$ cat src/rtl/wb_bist_pkg.sv
`default_nettype none
// ============================================================================
// Module   : wb_bist_pkg
// Brief    : Shared types and constants for the Wishbone BIST master.
//            The LFSR taps and the substitute for a zero seed are defined here.
// Revision : 1.0 - initial release
// ============================================================================
package wb_bist_pkg;

    typedef enum logic [1:0] {
        IDLE  = 2'd0,
        WRITE = 2'd1,
        READ  = 2'd2,
        DONE  = 2'd3
    } state_t;

    localparam logic [2:0]  CTI_CLASSIC        = 3'b000;
    localparam logic [1:0]  BTE_LINEAR         = 2'b00;

    localparam int          LFSR_TAP_A         = 31;
    localparam int          LFSR_TAP_B         = 21;
    localparam int          LFSR_TAP_C         = 1;
    localparam int          LFSR_TAP_D         = 0;
    localparam logic [31:0] LFSR_ZERO_SEED_SUB = 32'h0000_0001;

    function automatic logic [31:0] lfsr_next(input logic [31:0] cur);
        return {cur[30:0], cur[LFSR_TAP_A] ^ cur[LFSR_TAP_B] ^ cur[LFSR_TAP_C] ^ cur[LFSR_TAP_D]};
    endfunction

    // An all-zero LFSR would lock up, so zero is replaced.
    function automatic logic [31:0] lfsr_seed_fix(input logic [31:0] seed);
        return (seed == 32'd0) ? LFSR_ZERO_SEED_SUB : seed;
    endfunction

endpackage
`default_nettype wire

$ cat src/rtl/wb_bist_master_if.sv
`default_nettype none
// ============================================================================
// Module   : wb_bist_master_if
// Brief    : Wishbone classic bus bundle between the BIST master and a slave.
// Revision : 1.0 - initial release
// ============================================================================
interface wb_bist_master_if #(
    parameter int aw = 32,
    parameter int dw = 32
);
    logic [aw-1:0] wbm_adr_o;
    logic [1:0]    wbm_bte_o;
    logic [2:0]    wbm_cti_o;
    logic          wbm_cyc_o;
    logic          wbm_stb_o;
    logic          wbm_we_o;
    logic [3:0]    wbm_sel_o;
    logic [dw-1:0] wbm_dat_o;
    logic [dw-1:0] wbm_dat_i;
    logic          wbm_ack_i;
    logic          wbm_err_i;
    logic          wbm_rty_i;

    modport master (
        output wbm_adr_o, wbm_bte_o, wbm_cti_o, wbm_cyc_o, wbm_stb_o,
               wbm_we_o, wbm_sel_o, wbm_dat_o,
        input  wbm_dat_i, wbm_ack_i, wbm_err_i, wbm_rty_i
    );

    modport slave (
        input  wbm_adr_o, wbm_bte_o, wbm_cti_o, wbm_cyc_o, wbm_stb_o,
               wbm_we_o, wbm_sel_o, wbm_dat_o,
        output wbm_dat_i, wbm_ack_i, wbm_err_i, wbm_rty_i
    );
endinterface
`default_nettype wire

$ cat src/rtl/wb_bist_lfsr.sv
`default_nettype none
// ============================================================================
// Module   : wb_bist_lfsr
// Brief    : 32-bit Fibonacci LFSR pattern source with synchronous reload.
// Revision : 1.0 - initial release
// ============================================================================
module wb_bist_lfsr
    import wb_bist_pkg::*;
(
    input  wire logic        clk,
    input  wire logic        rst,
    input  wire logic        load,
    input  wire logic [31:0] seed,
    input  wire logic        step,
    output logic      [31:0] value
);

    always_ff @(posedge clk) begin
        if (rst) begin
            value <= LFSR_ZERO_SEED_SUB;
        end else if (load) begin
            value <= seed;
        end else if (step) begin
            value <= lfsr_next(value);
        end
    end

endmodule
`default_nettype wire

$ cat src/rtl/wb_bist_master.sv
`default_nettype none
// ============================================================================
// Module   : wb_bist_master
// Brief    : Wishbone classic master that writes an LFSR pattern, reads it
//            back and reports mismatches. WB_BIST_MASTER_TIMEOUT_EN adds a
//            per-transfer watchdog.
// Revision : 1.0 - initial release
// ============================================================================
module wb_bist_master
    import wb_bist_pkg::*;
#(
    parameter int dw    = 32,
    parameter int aw    = 32,
    parameter int len_w = 16
`ifdef WB_BIST_MASTER_TIMEOUT_EN
    ,
    parameter int timeout_cycles = 1024
`endif
) (
    input  wire logic             wb_clk_i,
    input  wire logic             wb_rst_i,
    input  wire logic             start_i,
    input  wire logic [aw-1:0]    base_adr_i,
    input  wire logic [len_w-1:0] len_i,
    input  wire logic [31:0]      seed_i,
    output logic                  busy_o,
    output logic                  done_o,
    output logic                  pass_o,
    output logic [len_w-1:0]      err_cnt_o,
    output logic [aw-1:0]         first_err_adr_o,
    output logic                  bus_err_o,
    output logic                  timeout_o,
    wb_bist_master_if.master      wbm
);

    state_t           r_state;
    logic [aw-1:0]    r_base;
    logic [aw-1:0]    r_adr;
    logic [dw-1:0]    r_dat;
    logic [len_w-1:0] r_len;
    logic [len_w-1:0] r_cnt;
    logic [31:0]      r_seed;
    logic [len_w-1:0] r_err_cnt;
    logic [aw-1:0]    r_first_err;
    logic             r_cyc, r_we, r_busy, r_done, r_pass, r_bus_err, r_timeout;

    logic [31:0]      w_lfsr;
    logic [31:0]      w_seed;
    logic [aw-1:0]    w_base;
    logic             w_start, w_active, w_last, w_ack, w_mismatch, w_timeout;
    logic             w_lfsr_load;
    logic [1:0]       w_unused_adr_lsb;

    assign w_seed           = lfsr_seed_fix(seed_i);
    assign w_base           = {base_adr_i[aw-1:2], 2'b00};
    assign w_unused_adr_lsb = base_adr_i[1:0];
    assign w_start          = start_i && (r_state == IDLE || r_state == DONE);
    assign w_active         = r_cyc && (r_state == WRITE || r_state == READ);
    assign w_last           = (r_cnt == len_w'(1));
    assign w_ack            = w_active && wbm.wbm_ack_i && !wbm.wbm_err_i;
    assign w_mismatch       = (wbm.wbm_dat_i != w_lfsr);
    assign w_lfsr_load      = w_start || (r_state == WRITE && w_ack && w_last);

`ifdef WB_BIST_MASTER_TIMEOUT_EN
    localparam int TO_W = $clog2(timeout_cycles + 1);
    logic [TO_W-1:0] r_to_cnt;

    assign w_timeout = w_active && !wbm.wbm_ack_i && !wbm.wbm_err_i && !wbm.wbm_rty_i
                       && (r_to_cnt == TO_W'(timeout_cycles - 1));

    // Counts clocks the current strobe has waited without any response.
    always_ff @(posedge wb_clk_i) begin
        if (wb_rst_i || !r_cyc || wbm.wbm_ack_i || wbm.wbm_rty_i) begin
            r_to_cnt <= '0;
        end else begin
            r_to_cnt <= r_to_cnt + TO_W'(1);
        end
    end
`else
    assign w_timeout = 1'b0;
`endif

    wb_bist_lfsr u_lfsr (
        .clk   (wb_clk_i),
        .rst   (wb_rst_i),
        .load  (w_lfsr_load),
        .seed  (w_start ? w_seed : r_seed),
        .step  (w_ack),
        .value (w_lfsr)
    );

    always_ff @(posedge wb_clk_i) begin
        if (wb_rst_i) begin
            r_state     <= IDLE;
            r_base      <= '0;
            r_adr       <= '0;
            r_dat       <= '0;
            r_len       <= '0;
            r_cnt       <= '0;
            r_seed      <= '0;
            r_err_cnt   <= '0;
            r_first_err <= '0;
            r_cyc       <= 1'b0;
            r_we        <= 1'b0;
            r_busy      <= 1'b0;
            r_done      <= 1'b0;
            r_pass      <= 1'b0;
            r_bus_err   <= 1'b0;
            r_timeout   <= 1'b0;
        end else begin
            case (r_state)
                IDLE, DONE: begin
                    if (start_i) begin
                        r_base      <= w_base;
                        r_adr       <= w_base;
                        r_dat       <= w_seed;
                        r_seed      <= w_seed;
                        r_len       <= len_i;
                        r_cnt       <= len_i;
                        r_err_cnt   <= '0;
                        r_first_err <= '0;
                        r_bus_err   <= 1'b0;
                        r_timeout   <= 1'b0;
                        if (len_i == '0) begin
                            r_state <= DONE;
                            r_done  <= 1'b1;
                            r_pass  <= 1'b1;
                            r_busy  <= 1'b0;
                        end else begin
                            r_state <= WRITE;
                            r_done  <= 1'b0;
                            r_pass  <= 1'b0;
                            r_busy  <= 1'b1;
                            r_cyc   <= 1'b1;
                            r_we    <= 1'b1;
                        end
                    end
                end
                default: begin
                    // err outranks ack; rty alone leaves everything unchanged.
                    if (w_active && (wbm.wbm_err_i || w_timeout)) begin
                        r_bus_err <= wbm.wbm_err_i;
                        r_timeout <= !wbm.wbm_err_i;
                        r_cyc     <= 1'b0;
                        r_we      <= 1'b0;
                        r_state   <= DONE;
                        r_done    <= 1'b1;
                        r_busy    <= 1'b0;
                        r_pass    <= 1'b0;
                    end else if (w_ack && r_state == WRITE) begin
                        if (w_last) begin
                            r_state <= READ;
                            r_we    <= 1'b0;
                            r_adr   <= r_base;
                            r_cnt   <= r_len;
                        end else begin
                            r_adr   <= r_adr + aw'(4);
                            r_dat   <= lfsr_next(w_lfsr);
                            r_cnt   <= r_cnt - len_w'(1);
                        end
                    end else if (w_ack) begin
                        if (w_mismatch) begin
                            if (r_err_cnt != '1) begin
                                r_err_cnt <= r_err_cnt + len_w'(1);
                            end
                            if (r_err_cnt == '0) begin
                                r_first_err <= r_adr;
                            end
                        end
                        if (w_last) begin
                            r_cyc   <= 1'b0;
                            r_state <= DONE;
                            r_done  <= 1'b1;
                            r_busy  <= 1'b0;
                            r_pass  <= (r_err_cnt == '0) && !w_mismatch;
                        end else begin
                            r_adr   <= r_adr + aw'(4);
                            r_cnt   <= r_cnt - len_w'(1);
                        end
                    end
                end
            endcase
        end
    end

    assign busy_o          = r_busy;
    assign done_o          = r_done;
    assign pass_o          = r_pass;
    assign err_cnt_o       = r_err_cnt;
    assign first_err_adr_o = r_first_err;
    assign bus_err_o       = r_bus_err;
    assign timeout_o       = r_timeout;

    assign wbm.wbm_adr_o = r_adr;
    assign wbm.wbm_dat_o = r_dat;
    assign wbm.wbm_cyc_o = r_cyc;
    assign wbm.wbm_stb_o = r_cyc;
    assign wbm.wbm_we_o  = r_we;
    assign wbm.wbm_sel_o = 4'hF;
    assign wbm.wbm_cti_o = CTI_CLASSIC;
    assign wbm.wbm_bte_o = BTE_LINEAR;

endmodule
`default_nettype wire

$ cat src/flat_wrapper.sv
// flat-port wrapper written by rule: the top's interface ports become plain ports
module wb_bist_master_flat import wb_bist_pkg::*;
#(
    parameter int dw    = 32,
    parameter int aw    = 32,
    parameter int len_w = 16

)
  (wb_clk_i, wb_rst_i, start_i, base_adr_i, len_i, seed_i, busy_o, done_o, pass_o, err_cnt_o, first_err_adr_o, bus_err_o, timeout_o, wbm_wbm_adr_o, wbm_wbm_bte_o, wbm_wbm_cti_o, wbm_wbm_cyc_o, wbm_wbm_stb_o, wbm_wbm_we_o, wbm_wbm_sel_o, wbm_wbm_dat_o, wbm_wbm_dat_i, wbm_wbm_ack_i, wbm_wbm_err_i, wbm_wbm_rty_i);
  wb_bist_master_if #(.aw(aw), .dw(dw)) wbm_i ();
  input  wire logic wb_clk_i;
  input  wire logic wb_rst_i;
  input  wire logic start_i;
  input  wire logic [aw-1:0] base_adr_i;
  input  wire logic [len_w-1:0] len_i;
  input  wire logic [31:0] seed_i;
  output logic busy_o;
  output logic done_o;
  output logic pass_o;
  output logic [len_w-1:0] err_cnt_o;
  output logic [aw-1:0] first_err_adr_o;
  output logic bus_err_o;
  output logic timeout_o;
  output wire logic [$bits(wbm_i.wbm_adr_o)-1:0] wbm_wbm_adr_o;
  output wire logic [$bits(wbm_i.wbm_bte_o)-1:0] wbm_wbm_bte_o;
  output wire logic [$bits(wbm_i.wbm_cti_o)-1:0] wbm_wbm_cti_o;
  output wire logic [$bits(wbm_i.wbm_cyc_o)-1:0] wbm_wbm_cyc_o;
  output wire logic [$bits(wbm_i.wbm_stb_o)-1:0] wbm_wbm_stb_o;
  output wire logic [$bits(wbm_i.wbm_we_o)-1:0] wbm_wbm_we_o;
  output wire logic [$bits(wbm_i.wbm_sel_o)-1:0] wbm_wbm_sel_o;
  output wire logic [$bits(wbm_i.wbm_dat_o)-1:0] wbm_wbm_dat_o;
  input wire logic [$bits(wbm_i.wbm_dat_i)-1:0] wbm_wbm_dat_i;
  input wire logic [$bits(wbm_i.wbm_ack_i)-1:0] wbm_wbm_ack_i;
  input wire logic [$bits(wbm_i.wbm_err_i)-1:0] wbm_wbm_err_i;
  input wire logic [$bits(wbm_i.wbm_rty_i)-1:0] wbm_wbm_rty_i;
  assign wbm_wbm_adr_o = wbm_i.wbm_adr_o;
  assign wbm_wbm_bte_o = wbm_i.wbm_bte_o;
  assign wbm_wbm_cti_o = wbm_i.wbm_cti_o;
  assign wbm_wbm_cyc_o = wbm_i.wbm_cyc_o;
  assign wbm_wbm_stb_o = wbm_i.wbm_stb_o;
  assign wbm_wbm_we_o = wbm_i.wbm_we_o;
  assign wbm_wbm_sel_o = wbm_i.wbm_sel_o;
  assign wbm_wbm_dat_o = wbm_i.wbm_dat_o;
  assign wbm_i.wbm_dat_i = wbm_wbm_dat_i;
  assign wbm_i.wbm_ack_i = wbm_wbm_ack_i;
  assign wbm_i.wbm_err_i = wbm_wbm_err_i;
  assign wbm_i.wbm_rty_i = wbm_wbm_rty_i;
  wb_bist_master #(.dw(dw), .aw(aw), .len_w(len_w)) u_core (.wb_clk_i(wb_clk_i), .wb_rst_i(wb_rst_i), .start_i(start_i), .base_adr_i(base_adr_i), .len_i(len_i), .seed_i(seed_i), .busy_o(busy_o), .done_o(done_o), .pass_o(pass_o), .err_cnt_o(err_cnt_o), .first_err_adr_o(first_err_adr_o), .bus_err_o(bus_err_o), .timeout_o(timeout_o), .wbm(wbm_i));
endmodule
$ cat config.mk
export PLATFORM = sky130hd
export DESIGN_NAME = wb_bist_master_flat
export DESIGN_NICKNAME = d
export VERILOG_FILES = /design/src/rtl/wb_bist_pkg.sv /design/src/rtl/wb_bist_master_if.sv /design/src/rtl/wb_bist_lfsr.sv /design/src/rtl/wb_bist_master.sv /design/src/flat_wrapper.sv
export SDC_FILE = /design/constraint.sdc
export NUM_CORES = 1
export LEC_CHECK = 0
export CAP_MARGIN = 20
export CELL_PAD_IN_SITES_DETAIL_PLACEMENT = 2
export CELL_PAD_IN_SITES_GLOBAL_PLACEMENT = 2
export CORE_MARGIN = 5
export CORE_UTILIZATION = 32
export CTS_CLUSTER_DIAMETER = 80
export DETAILED_ROUTE_END_ITERATION = 8
export MAX_ROUTING_LAYER = met4
export PLACE_DENSITY = 0.85
export SLEW_MARGIN = 20
export SYNTH_ARGS = -nofsm -noshare
export SYNTH_HDL_FRONTEND = slang
export SYNTH_SLANG_ARGS = --single-unit
$ cat constraint.sdc
create_clock -name wb_clk_i -period 4.85 [get_ports wb_clk_i]
set_input_delay 0.485 -clock wb_clk_i [delete_from_list [all_inputs] [get_ports wb_clk_i]]
set_output_delay 0.485 -clock wb_clk_i [all_outputs]
set_load 0.05 [all_outputs]
==> flow_summary.yaml <==
timing:
  finalCriticalPeriod_ns: 3.421
  slew_headroom_pct: 26.35
  timing.final.crit_share_pct: 70.54
  fin_skew_ns: 0.01490
  setup_viol: 0
  fmax_ghz: 0.2923
  worst_pin_slew_ns: 1.102
  slew_viol_final: 0
  fin_setup_tns_ns: 0
  hold_viol: 0
  rsz0062_at_grt: "false"
  fin_ws_ns: 1.429
worst_setup_path:
  cp_common_cell: "buf_4"
  cp.arrival_ns: 3.82
  crit_end: "u_core.u_lfsr.value[21]"
  path_depth: 10
  r2r-start: "u_core.r_state[1]"
  slowest_stage: "nand4_2"
  cp.buffers_inverters: 3
  critPathTopFamily: "simple AND/OR/NAND/NOR gates"
  rrSetupSlack_ns: 1.43
  max_stage_delay_ns: 0.71
  critPathMaxFanout: 33
  startpoint: "u_core.r_state[1]"
  r2r_end: "u_core.u_lfsr.value[21]"
  cp-start-kind: "register"
  path_cells: "inv_1, ha_4, and4bb_1, buf_4, and2_1, nand4_2, buf_4, nor2_1, o31a_1, nor3_2"
  cp-end-kind: "register"
  critical_path_required_ns: 5.25
  worstSetupPathType: "reg -> reg"
  reg2reg_depth: 10
drt:
  drtIter0Drc: 457
  avgViaCountPerCell: 5.606
  via_count: 11822
  dr.pass1.iters: 4
  routed_wl_um: 49100
  wire_per_inst_um: 23.28
  ant_nets: 0
  drc: 0
placed_design:
  port_buffers: 230
  dp_slack_ns: 1.275
  gp_congestion: 0.7887
  dpl-instance-area_um2: 14420
  dp_hpwl_um: 32790
clock_tree:
  clkTransAtPathRegs_ns: 0.06
  postCtsHoldBufs: 0
  cts_tree: "built"
  root_buffer: "clkbuf_16"
  clk_latency_ns: 0.56
  cts_made_buffers: 30
  clockBufferDepth: 3
  post_cts_resized: 0
  post_cts_buffers: 0
  cts_max_level: 1
  clock-sinks: 243
floorplan:
  core_um2: 36610
  chipWidth_um: 202.5
  initial_core_util_pct: 32.38
  die_y_um: 202.5
  ios: 247
  rows: 70
  die_area_um2: 40990
power:
  cellInternalPower_mw: 5.106
  clkPwrFrac_pct: 25.5
  seqPwrFrac_pct: 32.4
  p_leak_nw: 5.577
  p_sw_mw: 3.915
  comb_power_share_pct: 42.1
  power.density_nw_per_um2: 584.2
  switching_share_pct: 43.40
  peakVddDrop_v: 0.0002772
final_layout:
  area_growth_pct: 30.29
  fin_util_pct: 42.18
  design_area_um2: 15440
  num-nets-final: 1738
  final_layout_size_suffix_gt1_share_pct: 7.226
logic_synthesis:
  synthDominantCellAreaShare_pct: 41.04
  syn-instance-count: 1439
  synth_edf_count: 0
  yosys_register_bits: 243
  async_reset_ff_share_pct: 0
  ys_warn_count: 0
  syn_avg_cell_area_um2: 8.237
  ys.flop_type: "dfxtp_1"
  synth.area.top_cells: "dfxtp_1 41%, nand2_1 7.3%, mux2i_1 5.4%, a21oi_1 4.8%, nor2_1 4.1%"
  yosys.cell_count.top_type: "dfxtp_1"
  synthDistinctLibCells: 76
  ys_seq_area_share_pct: 41.04
  synth_area_um2: 11850
  synth_top_cell_by_area: "dfxtp_1"
  ys_top_cells_by_count: "243 x dfxtp_1, 230 x nand2_1, 128 x nor2_1"
global_route:
  grtUsageMet3_pct: 4.264
  overflow: 0
  globalRouteMet2Util_pct: 42.00
  grt_pass1_vias: 13091
  grt_pass1_wl_um: 76950
  grt_use_total_pct: 23.72
  antenna_found_initial: 7
  grt.met1_usage_pct: 28.03
  top_usage_layer: "met2"
  grt_max_degree: 78
flow_run:
  drv_cap: 0
worst_hold_path:
  hp-start: "wb_rst_i"
  hold_path_class: "in -> reg"
status:
  status: "completed"
[power by group through the flow]
stage | combinational, mW | clock [mW] | sequential, mW
final | 3.80 | 2.30 | 2.93
after detailed placement | 3.78 | 0 | 2.95
after global placement | 3.64 | 0 | 2.93
after CTS | 3.85 | 2.34 | 2.92
after global routing | 4.09 | 2.43 | 2.98
after floorplan | 2.05 | 0 | 3.36
[layout by cell type (no fill, tap or decap), types with 10 or more instances in the layout]
| cell type | instances |
|---|---|
| dfxtp_1 | 243 |
| nand2_1 | 229 |
| clkdlybuf4s50_1 | 229 |
| nor2_1 | 125 |
| a21oi_1 | 113 |
| o21ai_0 | 74 |
| mux2i_1 | 64 |
| nand3_1 | 54 |
| xnor2_1 | 48 |
| a211oi_1 | 44 |
| nor3_1 | 35 |
| clkbuf_16 | 31 |
| nand4_1 | 26 |
| buf_4 | 25 |
| nor4_1 | 21 |
| or3_1 | 18 |
| o211ai_1 | 18 |
| xor2_1 | 17 |
| and3_1 | 14 |
| o31ai_1 | 14 |
| conb_1 | 13 |
| a31oi_1 | 11 |
| inv_1 | 10 |
| or4_1 | 10 |
[sequential cells by signal, indices dropped and copies added (netlist names)]
register and cells:
u_core.u_lfsr.value 32, u_core.busy_o 1, u_core.timeout_o 1, u_core.bus_err_o 1, u_core.r_len 16, u_core.pass_o 1, u_core.first_err_adr_o 30, u_core.wbm.wbm_dat_o 32
u_core.wbm.wbm_cyc_o 1, u_core.done_o 1, u_core.r_seed 32, u_core.r_state 2, u_core.r_base 30, u_core.wbm.wbm_adr_o 30, u_core.err_cnt_o 16, u_core.r_cnt 16
u_core.wbm.wbm_we_o 1
[routing by layer]
layer | routed length (um) | vias to the layer above
met5 | 0 | -
met4 | 1190 | 0
met3 | 2109 | 84
met2 | 24900 | 258
met1 | 20900 | 5977
li1 | - | 5503
[area by class of cell]
| cell class | instances | area (um2) |
|---|---|---|
| fillers | 4084 | 21170 |
| diodes | 8 | 20.02 |
| repair buffers | 255 | 2491 |
| clock buffers | 41 | 893.4 |
| flip-flops and latches | 243 | 4865 |
| inverters | 12 | 45.04 |
| well taps | 468 | 585.6 |
| clock inverters | 10 | 105.1 |
| multi-input cells | 1072 | 6437 |
[logic make-up (layout without fill, tap and decap cells)]
logic type,after synthesis,after routing,share of synthesized area [%]
mux,68,68,5.816
fa+ha+maj,6,6,0.6334
xor+xnor,65,65,4.803
compound gates,352,352,19.63
buf+inv,135,318,5.447
flops,243,243,41.04
simple gates,568,568,22.56
other cells,2,21,0.06336
[worst min path at each step]
stage / slack, ns / end / cells after the start
floorplan: 0.43 / u_core.r_base[13] / 2
finish: 0.29 / u_core.r_seed[25] / 2
detailed placement: 0.45 / u_core.r_len[15] / 2
global placement: 0.44 / u_core.r_len[15] / 2
global route: 0.29 / u_core.r_seed[25] / 2
CTS: 0.27 / u_core.r_seed[25] / 2
[stage by stage]
step                      std cells  hold WS, ns  power (mW)
after global routing           2108       0.2929       9.501
after floorplan                1450       0.4320       5.411
after global placement         2050       0.4392       6.565
final                          2109       0.2901       9.021
after detailed placement       2050       0.4456       6.734
after CTS                      2101       0.2689       9.109
(Power assumes the default switching activity.)
